--- src/rtl/mdu_pkg.sv ---
// Shared definitions for the multiply/divide unit: op encodings, FSM states, helpers.
// Ops 100/101 are legal only when MDU_MADD_EN is defined.
package mdu_pkg;

    localparam int MDU_WIDTH      = 32;
    localparam int MDU_ITERATIONS = MDU_WIDTH;
    localparam logic [MDU_WIDTH-1:0] DIV0_LO = '1;

    localparam logic [2:0] OP_MULT  = 3'b000;
    localparam logic [2:0] OP_MULTU = 3'b001;
    localparam logic [2:0] OP_DIV   = 3'b010;
    localparam logic [2:0] OP_DIVU  = 3'b011;
    localparam logic [2:0] OP_MADD  = 3'b100;
    localparam logic [2:0] OP_MSUB  = 3'b101;

    typedef enum logic [1:0] {
        IDLE  = 2'd0,
        RUN   = 2'd1,
        FIXUP = 2'd2
    } mdu_state_e;

    function automatic logic op_legal(input logic [2:0] o);
        case (o)
            OP_MULT, OP_MULTU, OP_DIV, OP_DIVU: op_legal = 1'b1;
`ifdef MDU_MADD_EN
            OP_MADD, OP_MSUB:                   op_legal = 1'b1;
`endif
            default:                            op_legal = 1'b0;
        endcase
    endfunction

    function automatic logic op_is_div(input logic [2:0] o);
        op_is_div = (o == OP_DIV) || (o == OP_DIVU);
    endfunction

    function automatic logic op_is_signed(input logic [2:0] o);
        op_is_signed = (o == OP_MULT) || (o == OP_DIV) || (o == OP_MADD) || (o == OP_MSUB);
    endfunction

endpackage

--- src/rtl/mdu_abs_neg.sv ---
// Two's-complement conditional negate; with neg_i = sign bit it yields the magnitude.
module mdu_abs_neg #(
    parameter int W = 32
) (
    input  logic [W-1:0] val_i,
    input  logic         neg_i,
    output logic [W-1:0] res_o
);

    assign res_o = neg_i ? ((~val_i) + W'(1)) : val_i;

endmodule

--- src/rtl/mult_div_unit.sv ---
// Iterative MULT/MULTU/DIV/DIVU unit owning HI/LO; MADD/MSUB accumulate when
// MDU_MADD_EN is defined.
module mult_div_unit
    import mdu_pkg::*;
#(
    parameter int WIDTH = MDU_WIDTH
) (
    input  logic             clk,
    input  logic             reset,
    input  logic             start,
    input  logic [2:0]       op,
    input  logic [WIDTH-1:0] rs_data,
    input  logic [WIDTH-1:0] rt_data,
    input  logic             hi_we,
    input  logic             lo_we,
    input  logic [WIDTH-1:0] wr_data,
    output logic             busy,
    output logic             done,
    output logic             div_by_zero,
    output logic [WIDTH-1:0] hi,
    output logic [WIDTH-1:0] lo,
    output mdu_state_e       dbg_state
);

    localparam int CW = $clog2(WIDTH);
    localparam int W2 = 2 * WIDTH;

    // Handshake: start is taken only while busy=0 with a legal op; the result is
    // on hi/lo when done pulses, and a new start may be issued in that same cycle.
    mdu_state_e       state_q, state_d;
    logic [2:0]       op_q, op_d;
    logic [CW-1:0]    cnt_q, cnt_d;
    logic [WIDTH-1:0] mcand_q, mcand_d;
    logic [W2-1:0]    acc_q, acc_d;
    logic             neg_p_q, neg_p_d;
    logic             neg_r_q, neg_r_d;
    logic             dz_q, dz_d;
    logic             done_q, done_d;
    logic [WIDTH-1:0] hi_q, hi_d;
    logic [WIDTH-1:0] lo_q, lo_d;

    logic             sgn_in;
    logic [WIDTH-1:0] rs_mag, rt_mag;
    logic [W2-1:0]    prod_fix;
    logic [WIDTH-1:0] quo_fix, rem_fix;

    assign sgn_in = op_is_signed(op);

    mdu_abs_neg #(.W(WIDTH)) u_abs_rs (
        .val_i(rs_data), .neg_i(sgn_in & rs_data[WIDTH-1]), .res_o(rs_mag));
    mdu_abs_neg #(.W(WIDTH)) u_abs_rt (
        .val_i(rt_data), .neg_i(sgn_in & rt_data[WIDTH-1]), .res_o(rt_mag));
    mdu_abs_neg #(.W(W2)) u_fix_prod (
        .val_i(acc_q), .neg_i(neg_p_q), .res_o(prod_fix));
    mdu_abs_neg #(.W(WIDTH)) u_fix_quo (
        .val_i(acc_q[WIDTH-1:0]), .neg_i(neg_p_q), .res_o(quo_fix));
    mdu_abs_neg #(.W(WIDTH)) u_fix_rem (
        .val_i(acc_q[W2-1:WIDTH]), .neg_i(neg_r_q), .res_o(rem_fix));

    // Multiply: acc = {partial product, remaining multiplier bits}, shifted right.
    logic [WIDTH:0]  add_sum;
    logic [W2-1:0]   mul_next;
    assign add_sum  = {1'b0, acc_q[W2-1:WIDTH]} + {1'b0, mcand_q};
    assign mul_next = acc_q[0] ? {add_sum, acc_q[WIDTH-1:1]}
                               : {1'b0, acc_q[W2-1:WIDTH], acc_q[WIDTH-1:1]};

    // Divide: acc = {partial remainder, dividend bits / quotient bits}, shifted left.
    logic [WIDTH:0]   rem_sh;
    logic             borrow;
    logic [WIDTH-1:0] diff_lo;
    logic [W2-1:0]    div_next;
    assign rem_sh   = acc_q[W2-1:WIDTH-1];
    assign borrow   = rem_sh < {1'b0, mcand_q};
    assign diff_lo  = rem_sh[WIDTH-1:0] - mcand_q;
    assign div_next = {(borrow ? rem_sh[WIDTH-1:0] : diff_lo), acc_q[WIDTH-2:0], ~borrow};

    always_comb begin
        state_d = state_q;
        op_d    = op_q;
        cnt_d   = cnt_q;
        mcand_d = mcand_q;
        acc_d   = acc_q;
        neg_p_d = neg_p_q;
        neg_r_d = neg_r_q;
        dz_d    = dz_q;
        done_d  = 1'b0;
        hi_d    = hi_q;
        lo_d    = lo_q;
        case (state_q)
            IDLE: begin
                if (start && op_legal(op)) begin
                    op_d    = op;
                    cnt_d   = '0;
                    dz_d    = 1'b0;
                    neg_p_d = sgn_in & (rs_data[WIDTH-1] ^ rt_data[WIDTH-1]);
                    neg_r_d = sgn_in & rs_data[WIDTH-1];
                    state_d = RUN;
                    if (op_is_div(op)) begin
                        mcand_d = rt_mag;
                        acc_d   = {{WIDTH{1'b0}}, rs_mag};
                        if (rt_data == '0) begin
                            // Preload the divide-by-zero answer so FIXUP writes it unchanged.
                            acc_d   = {rs_data, WIDTH'(DIV0_LO)};
                            neg_p_d = 1'b0;
                            neg_r_d = 1'b0;
                            dz_d    = 1'b1;
                            state_d = FIXUP;
                        end
                    end else begin
                        mcand_d = rs_mag;
                        acc_d   = {{WIDTH{1'b0}}, rt_mag};
                    end
                end else begin
                    if (hi_we) hi_d = wr_data;
                    if (lo_we) lo_d = wr_data;
                end
            end
            RUN: begin
                acc_d = op_is_div(op_q) ? div_next : mul_next;
                cnt_d = cnt_q + CW'(1);
                if (cnt_q == CW'(WIDTH - 1)) state_d = FIXUP;
            end
            FIXUP: begin
                done_d  = 1'b1;
                state_d = IDLE;
                if (op_is_div(op_q)) begin
                    hi_d = rem_fix;
                    lo_d = quo_fix;
                end else begin
`ifdef MDU_MADD_EN
                    if (op_q == OP_MADD)      {hi_d, lo_d} = {hi_q, lo_q} + prod_fix;
                    else if (op_q == OP_MSUB) {hi_d, lo_d} = {hi_q, lo_q} - prod_fix;
                    else                      {hi_d, lo_d} = prod_fix;
`else
                    {hi_d, lo_d} = prod_fix;
`endif
                end
            end
            default: state_d = IDLE;
        endcase
    end

    always_ff @(posedge clk) begin
        if (reset) begin
            state_q <= IDLE;
            op_q    <= '0;
            cnt_q   <= '0;
            mcand_q <= '0;
            acc_q   <= '0;
            neg_p_q <= 1'b0;
            neg_r_q <= 1'b0;
            dz_q    <= 1'b0;
            done_q  <= 1'b0;
            hi_q    <= '0;
            lo_q    <= '0;
        end else begin
            state_q <= state_d;
            op_q    <= op_d;
            cnt_q   <= cnt_d;
            mcand_q <= mcand_d;
            acc_q   <= acc_d;
            neg_p_q <= neg_p_d;
            neg_r_q <= neg_r_d;
            dz_q    <= dz_d;
            done_q  <= done_d;
            hi_q    <= hi_d;
            lo_q    <= lo_d;
        end
    end

    assign busy        = (state_q != IDLE);
    assign done        = done_q;
    assign div_by_zero = dz_q;
    assign hi          = hi_q;
    assign lo          = lo_q;
    assign dbg_state   = state_q;

endmodule

--- config.mk ---
export PLATFORM = sky130hd
export DESIGN_NAME = mult_div_unit
export DESIGN_NICKNAME = d
export VERILOG_FILES = /design/src/rtl/mdu_pkg.sv /design/src/rtl/mdu_abs_neg.sv /design/src/rtl/mult_div_unit.sv
export SDC_FILE = /design/constraint.sdc
export NUM_CORES = 1
export LEC_CHECK = 0
export ABC_AREA = 0
export CORE_AREA = 2 2 213 215
export CTS_BUF_LIST = sky130_fd_sc_hd__clkbuf_4 sky130_fd_sc_hd__clkbuf_8
export DETAILED_ROUTE_END_ITERATION = 10
export DIE_AREA = 0 0 215 217
export HOLD_SLACK_MARGIN = 0.15
export PLACE_DENSITY = 0.51
export SETUP_SLACK_MARGIN = 0.2
export SLEW_MARGIN = 20
export SYNTH_ARGS = -nofsm -noshare
export SYNTH_HDL_FRONTEND = slang
export SYNTH_SLANG_ARGS = --single-unit
--- constraint.sdc ---
create_clock -name clk -period 3.9 [get_ports clk]
set_clock_uncertainty 0.05 [all_clocks]
set_input_delay 0.39 -clock clk [delete_from_list [all_inputs] [get_ports clk]]
set_output_delay 0.39 -clock clk [all_outputs]
set_load 0.02 [all_outputs]
==> metrics.txt, run 1 <==
pin count of the biggest net entering global routing 62; Synth Register Bits roughly 170; number of gates resized after cts 0; Cell Area, Synth between 15000 and 20000 µm²; count leader, synth nor2_1; Setup Fix Bufs, Post-CTS 0; Rows 78; final instance area roughly 19000 µm²; Mapped Nets ~2.3k; number of fill cells in the layout 4715; Routed WL per cell approximately 24 µm; Yosys Warn Count 0; DR DRC count 0; Area after DPL approximately 18000 µm²; Worst EP required roughly 4.3 ns; Slew HR 0.372; drt via density 5.89; layout cells sized above 1 0.0990; Mapped Cells 2110; grt met3 use 0.0405; die width approximately 220 µm; H-tree depth 4; top cell type's share of synthesized area 0.226; antenna violations before repair 0; Crit path arrival time slightly below 4 ns; clk sink count ~170; vias in the first global route approximately 16k; Synth Area in Compound Gates 0.288; RSZ-0062 raised after global routing false; Distinct cells, synth 79; number of port buffers roughly 170; crit path max fanout 6; Multi-input gate area 11100 µm²; xor/xnor cell area share of the yosys netlist 0.0925; First-pass DRT Iterations 5; largest family of logic cells by synthesized area compound AO/OA/AOI/OAI gates; CTS tree done; total track usage 0.292; Worst Hold Path EP acc_q[24]$_SDFFE_PP0P_; GPL Wtd Cong roughly 1; Worst Tran Pin Value 0.940 ns; met2 usage 0.484; clock-pin slew on the worst setup and hold paths 0.11 ns; fin crit share 0.920; WL final 69500 µm; FFs w/ async S/R, synth 0; fin nets 2469; reg2reg path depth 10; Root Driver clkbuf_8; Post-DP HPWL about 55000 µm; fmax approximately 280 MHz; I/O pin count between 150 and 200; Final min period about 3.6 ns; PwrDens 372 nW/µm²; post-route ant nets 0; status finished, final reports clean; CTS Buf Count 17; Adder-Cell Fraction of Synth Area 0.0597; grt ovf 0; initial core utilization 0.343; global-route wire length before repair 103000 µm; utilization after layout 0.421; syn avg cell area a little over 7 µm²; register area between 3000 and 4000 µm²; R2R Setup Slk just over 0.3 ns; mux share of post-synthesis cell area 0.0663; Synth area leader dfxtp_1; most common flop cell mapped by yosys dfxtp_1; hold buffer count at CTS 0; initial DRC count around 1.5k; sequential area share after synthesis 0.226; Via Count about 17k; die area approximately 47000 µm²; Crit Path Category flip-flop to flip-flop; Overall Power 6990 µW; most used routing layer met2; total of max-cap violations 0; Clock Latency Late Sink 0.52 ns; core area around 45000 µm²; P_leak between 0.007 and 0.008 µW; area added between synthesis and finish 22.6%; Slew Limit Fails 0; reg2reg end acc_q[62]$_SDFFE_PP0P_; Synth area leaders dfxtp_1 23%, a21oi_1 6.8%, nor2_1 5.9%; Setup crit start kind flip-flop; peak supply drop 0.225 mV; Hold Startpoint reset; simple-gate area share of the yosys netlist 0.215; Commonest cells post-synth 242 x nor2_1, 210 x a21oi_1, 190 x nand2_1; Die Y 217 µm; Hold Path Stages 2; Fin. Hold Viols 0; setup_tns 0 ns; Post-synth EDFFs 0; met1 Use GR 0.385; Max clock buf depth 2; final setup vio count 0; Worst Hold Class input pin to flip-flop; CP Capture Type flip-flop; reg2reg start acc_q[35]$_SDFFE_PP0P_
area by class of cell:
class | count | area share
tap | 600 | 0.0399
antenna | 2 | 0.000266
sequential | 173 | 0.184
inverter | 57 | 0.0114
clock buffer | 20 | 0.0146
multi-input combinational | 1728 | 0.591
timing repair buffer | 316 | 0.152
clock inverter | 10 | 0.00685
metal layers:
| metal | vias to the layer above | wire, µm |
|---|---|---|
| met1 | 8218 | 30300 |
| met2 | 685 | 32000 |
| met5 | - | 0 |
| met3 | 109 | 4530 |
| li1 | 8092 | - |
| met4 | 0 | 2700 |
cell families after synthesis:
| kind of cell | count (synthesis) |
|---|---|
| adders and majority gates | 72 |
| and+or+nand+nor | 703 |
| DFF | 173 |
| muxes | 100 |
| xor gates and xnor gates | 162 |
| buffers and inverters | 209 |
| AOI/OAI and AO/OA | 691 |
flip-flops by register name, summed over array words and instances (netlist names):
| name | cells |
|---|---|
| neg_p_q | 1 |
| op_q | 2 |
| div_by_zero | 1 |
| mcand_q | 32 |
| acc_q | 64 |
| cnt_q | 5 |
| neg_r_q | 1 |
| lo | 32 |
| done | 1 |
| hi | 32 |
| dbg_state | 2 |
cell usage in the layout, fill, tap and decap left out, drive strengths merged, types with 15 or more instances in the layout:
cell           synthesis  layout
nor2                 244     244
a21oi                211     211
nand2                191     191
dfxtp                173     173
clkdlybuf4s50          0     171
buf                   32     145
o21ai                130     130
a211oi               117     117
xnor2                 91      91
mux2i                 87      87
nor3                  72      72
xor2                  71      71
ha                    70      70
inv                   57      62
o211ai                39      39
or3                   33      33
o31ai                 31      31
a21o                  29      29
a31oi                 26      26
nand3                 25      25
nor4                  21      21
clkbuf               120      20
or4                   19      19
nand2b                19      19
nand4                 15      15
worst max-delay path by stage:
stage	startpoint	end	cells past startpoint
after floorplan	rt_data[13]	acc_q[59]$_SDFFE_PP0P_	10
after global placement	rt_data[20]	acc_q[13]$_SDFFE_PP0P_	11
after detailed placement	rt_data[20]	acc_q[13]$_SDFFE_PP0P_	11
after CTS	rt_data[20]	acc_q[13]$_SDFFE_PP0P_	11
after global routing	mcand_q[6]$_SDFFE_PP0P_	acc_q[40]$_SDFFE_PP0P_	13
final	acc_q[35]$_SDFFE_PP0P_	acc_q[62]$_SDFFE_PP0P_	10
worst max-delay path, cell delays in order (launching register included):
cell       delay [ns]
dfxtp_1          0.63
ha_1             0.38
a21o_1           0.19
a21oi_1          0.26
a21oi_1          0.20
o2111ai_1        0.53
a21oi_1          0.21
o211ai_1         0.45
a21oi_1          0.23
nor2_1           0.16
and4b_1          0.20
through the flow:
| stage | setup slack [ns] | hold slack (ns) | instances |
|---|---|---|---|
| after detailed placement | -0.127 | 0.421 | 2874 |
| after floorplan | 0.631 | 0.389 | 2110 |
| final | 0.311 | 0.292 | 2906 |
| after global placement | -0.104 | 0.416 | 2874 |
| after CTS | 0.419 | 0.256 | 2904 |
| after global routing | 0.231 | 0.265 | 2904 |
report_power, final:
part	switching, µW	total, µW	internal, µW
logic	2070	3450	1380
registers	221	2150	1920
clock network	766	1390	627
Power figures use the tool's default switching activity.
==> run 2, diff against run 1 <==
--- a/config.mk
+++ b/config.mk
@@ -10,8 +10,9 @@
 export CTS_BUF_LIST = sky130_fd_sc_hd__clkbuf_4 sky130_fd_sc_hd__clkbuf_8
 export DETAILED_ROUTE_END_ITERATION = 10
 export DIE_AREA = 0 0 215 217
+export DONT_BUFFER_PORTS = 1
 export HOLD_SLACK_MARGIN = 0.15
-export PLACE_DENSITY = 0.51
+export PLACE_DENSITY = 0.46
 export SETUP_SLACK_MARGIN = 0.2
 export SLEW_MARGIN = 20
 export SYNTH_ARGS = -nofsm -noshare
==> run 2 against run 1 <==
Net effect:
- final cell count is 5.2% lower
- fmax is 2.6% higher
- clock-buffer cell count stayed put
- global-route usage is 0.32 points higher
- largest power group unchanged
- hold slack worse by 0.12 ns
- critical endpoint is now acc_q[35]$_SDFFE_PP0P_
- largest cell class unchanged
- die area stayed put
- non-clock buffer count is 149 lower
- worst setup slack better by 0.090 ns
- via count is 4.5% lower
==> metrics.txt, run 2 (same netlist as run 1, synthesis figures left out) <==
status finished, final reports clean (unchanged); Slew HR 0.314 (was 0.372); reg2reg start mcand_q[24]$_SDFFE_PP0P_ (was acc_q[35]$_SDFFE_PP0P_); crit path max fanout 9 (was 6); vias in the first global route 15.7k (was 16.4k); Rows 78 (unchanged); peak supply drop 0.226 mV (was 0.225 mV); reg2reg path depth 13 (was 10); Hold Startpoint rs_data[21] (was reset); commonest non-fill, non-tap cell in the layout nor2_1 (unchanged); Final min period 3.50 ns (was 3.59 ns); register area 3460 µm² (unchanged); Multi-input gate area 11100 µm² (about the same); CP Capture Type flip-flop (unchanged); CTS Buf Count 17 (unchanged); fmax 286 MHz (was 279 MHz); max reg flops 64 (unchanged); Max clock buf depth 2 (unchanged); Comb pwr share 0.475 (was 0.494); initial core utilization 0.343 (unchanged); Critical Path Slowest Stage Cell dfxtp_1 (unchanged); Hold Path Stages 4 (was 2); Die Y 217 µm (unchanged); drt via density 5.93 (was 5.89); Flop pwr share 0.329 (was 0.307); CP peak stage delay 0.44 ns (was 0.63 ns); Worst EP required 4.22 ns (was 4.27 ns); global-route wire length before repair 104000 µm (was 103000 µm); H-tree depth 4 (unchanged); Final WS setup 0.402 ns (was 0.311 ns); P_leak 0.00704 µW (was 0.00763 µW); number of port buffers 0 (was 172); GPL Wtd Cong 0.955 (was 0.971); I/O pin count 173 (unchanged); reg2reg end acc_q[35]$_SDFFE_PP0P_ (was acc_q[62]$_SDFFE_PP0P_); Clock Latency Late Sink 0.55 ns (was 0.52 ns); setup_tns 0 ns (unchanged); worst-path cell chain inv_1 > ha_1 > nand2_1 > nor4_2 > nand2_1 > o211ai_1 > a21oi_1 > buf_4 > o21ai_2 > buf_4 > mux2_2 > o21ai_0 > a211oi_1 (was ha_1 > a21o_1 > a21oi_1 > a21oi_1 > o2111ai_1 > a21oi_1 > o211ai_1 > a21oi_1 > nor2_1 > and4b_1); total of max-cap violations 0 (unchanged); grt ovf 0 (unchanged); delay-heaviest family, CP compound AO/OA/AOI/OAI gates (unchanged); Via Count 16.3k (was 17.1k); fin nets 2320 (was 2469); sw frac 0.454 (was 0.438); core area 44700 µm² (unchanged); CTS tree done (unchanged); Top reg by flops acc_q (unchanged); clock share of power 0.196 (was 0.199); antenna violations before repair 1 (was 0); Post-DP HPWL 52800 µm (was 54800 µm); PwrDens 385 nW/µm² (was 372 nW/µm²); Internal Power 3660 µW (was 3930 µW); CP bufs+invs 3 (was 0); clock-pin slew on the worst setup and hold paths 0.11 ns (about the same); pin count of the biggest net entering global routing 163 (was 62); number of fill cells in the layout 4791 (was 4715); DR DRC count 0 (unchanged); fin crit share 0.897 (was 0.920); Crit Path Category flip-flop to flip-flop (unchanged); First-pass DRT Iterations 5 (unchanged); Routed WL per cell 25.5 µm (was 23.9 µm); final setup vio count 0 (unchanged); R2R Setup Slk 0.40 ns (was 0.31 ns); P_sw 3040 µW (was 3060 µW); n_diodes 0 (was 2); Crit path arrival time 3.82 ns (was 3.96 ns); clk sink count 173 (unchanged); pre-CTS setup slack 0.207 ns (was -0.127 ns); Setup crit start kind flip-flop (unchanged); die area 46700 µm² (unchanged); most frequent cells in the layout 240 x nor2_1, 209 x a21oi_1, 188 x nand2_1 (was 240 x nor2_1, 210 x a21oi_1, 188 x nand2_1); Fin. Hold Viols 0 (unchanged); Worst Tran Pin Value 1.03 ns (was 0.940 ns); layout cells sized above 1 0.0877 (was 0.0990); Root Driver clkbuf_8 (unchanged); total track usage 0.295 (was 0.292); Worst Hold Class input pin to flip-flop (unchanged); post-route ant nets 0 (unchanged); die width 215 µm (unchanged); initial DRC count 1628 (was 1480); Worst Hold Path EP acc_q[53]$_SDFFE_PP0P_ (was acc_q[24]$_SDFFE_PP0P_); area added between synthesis and finish 13.3% (was 22.6%); WL final 70200 µm (was 69500 µm); RSZ-0062 raised after global routing false (unchanged); Slew Limit Fails 0 (unchanged)
-- run 2: timing repair --
item,CTS,global route
hold buffers,65,0
buffers inserted,0,0
endpoints found under the setup margin,0,4
resized for setup,0,3
hold endpoints to repair,168,0
-- run 2: power groups by stage --
stage | clock network [µW] | registers, µW | logic [µW]
after floorplan | 0 | 2150 | 2050
after global routing | 1390 | 2230 | 3440
after CTS | 1330 | 2200 | 3140
final | 1310 | 2210 | 3180
after detailed placement | 0 | 2240 | 3020
after global placement | 0 | 2240 | 3030
-- run 2: worst register-to-register path, stage by stage (launching register included) --
cell and delay (ns):
dfxtp_1 0.44, inv_1 0.08, ha_1 0.40, nand2_1 0.17, nor4_2 0.40, nand2_1 0.11
o211ai_1 0.14, a21oi_1 0.09, buf_4 0.18, o21ai_2 0.28, buf_4 0.27, mux2_2 0.37
o21ai_0 0.24, a211oi_1 0.11
-- run 2: final cells by class --
class / instances / area share
multi-input combinational: 1728 / 0.640
tap: 600 / 0.0432
inverter: 57 / 0.0123
clock inverter: 11 / 0.00547
clock buffer: 20 / 0.0151
timing repair buffer: 167 / 0.0846
sequential: 173 / 0.199
-- run 2: how the worst max path moves through the flow --
stage	start	end	slack [ns]	cells past startpoint
2_1_floorplan	rt_data[13]	acc_q[59]$_SDFFE_PP0P_	0.63	10
3_3_place_gp	rt_data[13]	acc_q[51]$_SDFFE_PP0P_	0.26	10
3_5_place_dp	rt_data[13]	acc_q[19]$_SDFFE_PP0P_	0.21	9
4_1_cts	mcand_q[10]$_SDFFE_PP0P_	acc_q[35]$_SDFFE_PP0P_	0.37	13
5_1_grt	mcand_q[24]$_SDFFE_PP0P_	acc_q[35]$_SDFFE_PP0P_	0.25	13
6_report	mcand_q[24]$_SDFFE_PP0P_	acc_q[35]$_SDFFE_PP0P_	0.40	13
-- run 2: metrics by stage --
step	area, µm²	hold slack, ns	total power (µW)	std cells	util
3_3_place_gp	16400	0.414	5270	2660	0.366
6_report	17400	0.176	6700	2756	0.389
2_1_floorplan	15300	0.389	4200	2110	-
4_1_cts	17400	0.150	6670	2756	0.389
3_5_place_dp	16400	0.424	5260	2660	0.366
5_1_grt	17400	0.187	7060	2756	0.389
-- run 2: per-layer routing --
layer  global-route usage  vias to the layer above  part of all wire
li1                     -                     7783                 -
met4                0.111                        0             0.036
met5                    0                        -                 0
met3               0.0539                      103             0.072
met1                0.386                     7776              0.43
met2                0.484                      678              0.46
==> run 3, diff against run 2 <==
--- a/config.mk
+++ b/config.mk
@@ -6,6 +6,7 @@
 export NUM_CORES = 1
 export LEC_CHECK = 0
 export ABC_AREA = 0
+export CAP_MARGIN = 15
 export CORE_AREA = 2 2 213 215
 export CTS_BUF_LIST = sky130_fd_sc_hd__clkbuf_4 sky130_fd_sc_hd__clkbuf_8
 export DETAILED_ROUTE_END_ITERATION = 10
==> results of run 3 <==
The final DEF is identical to that of run 2; final timing and power are the same.
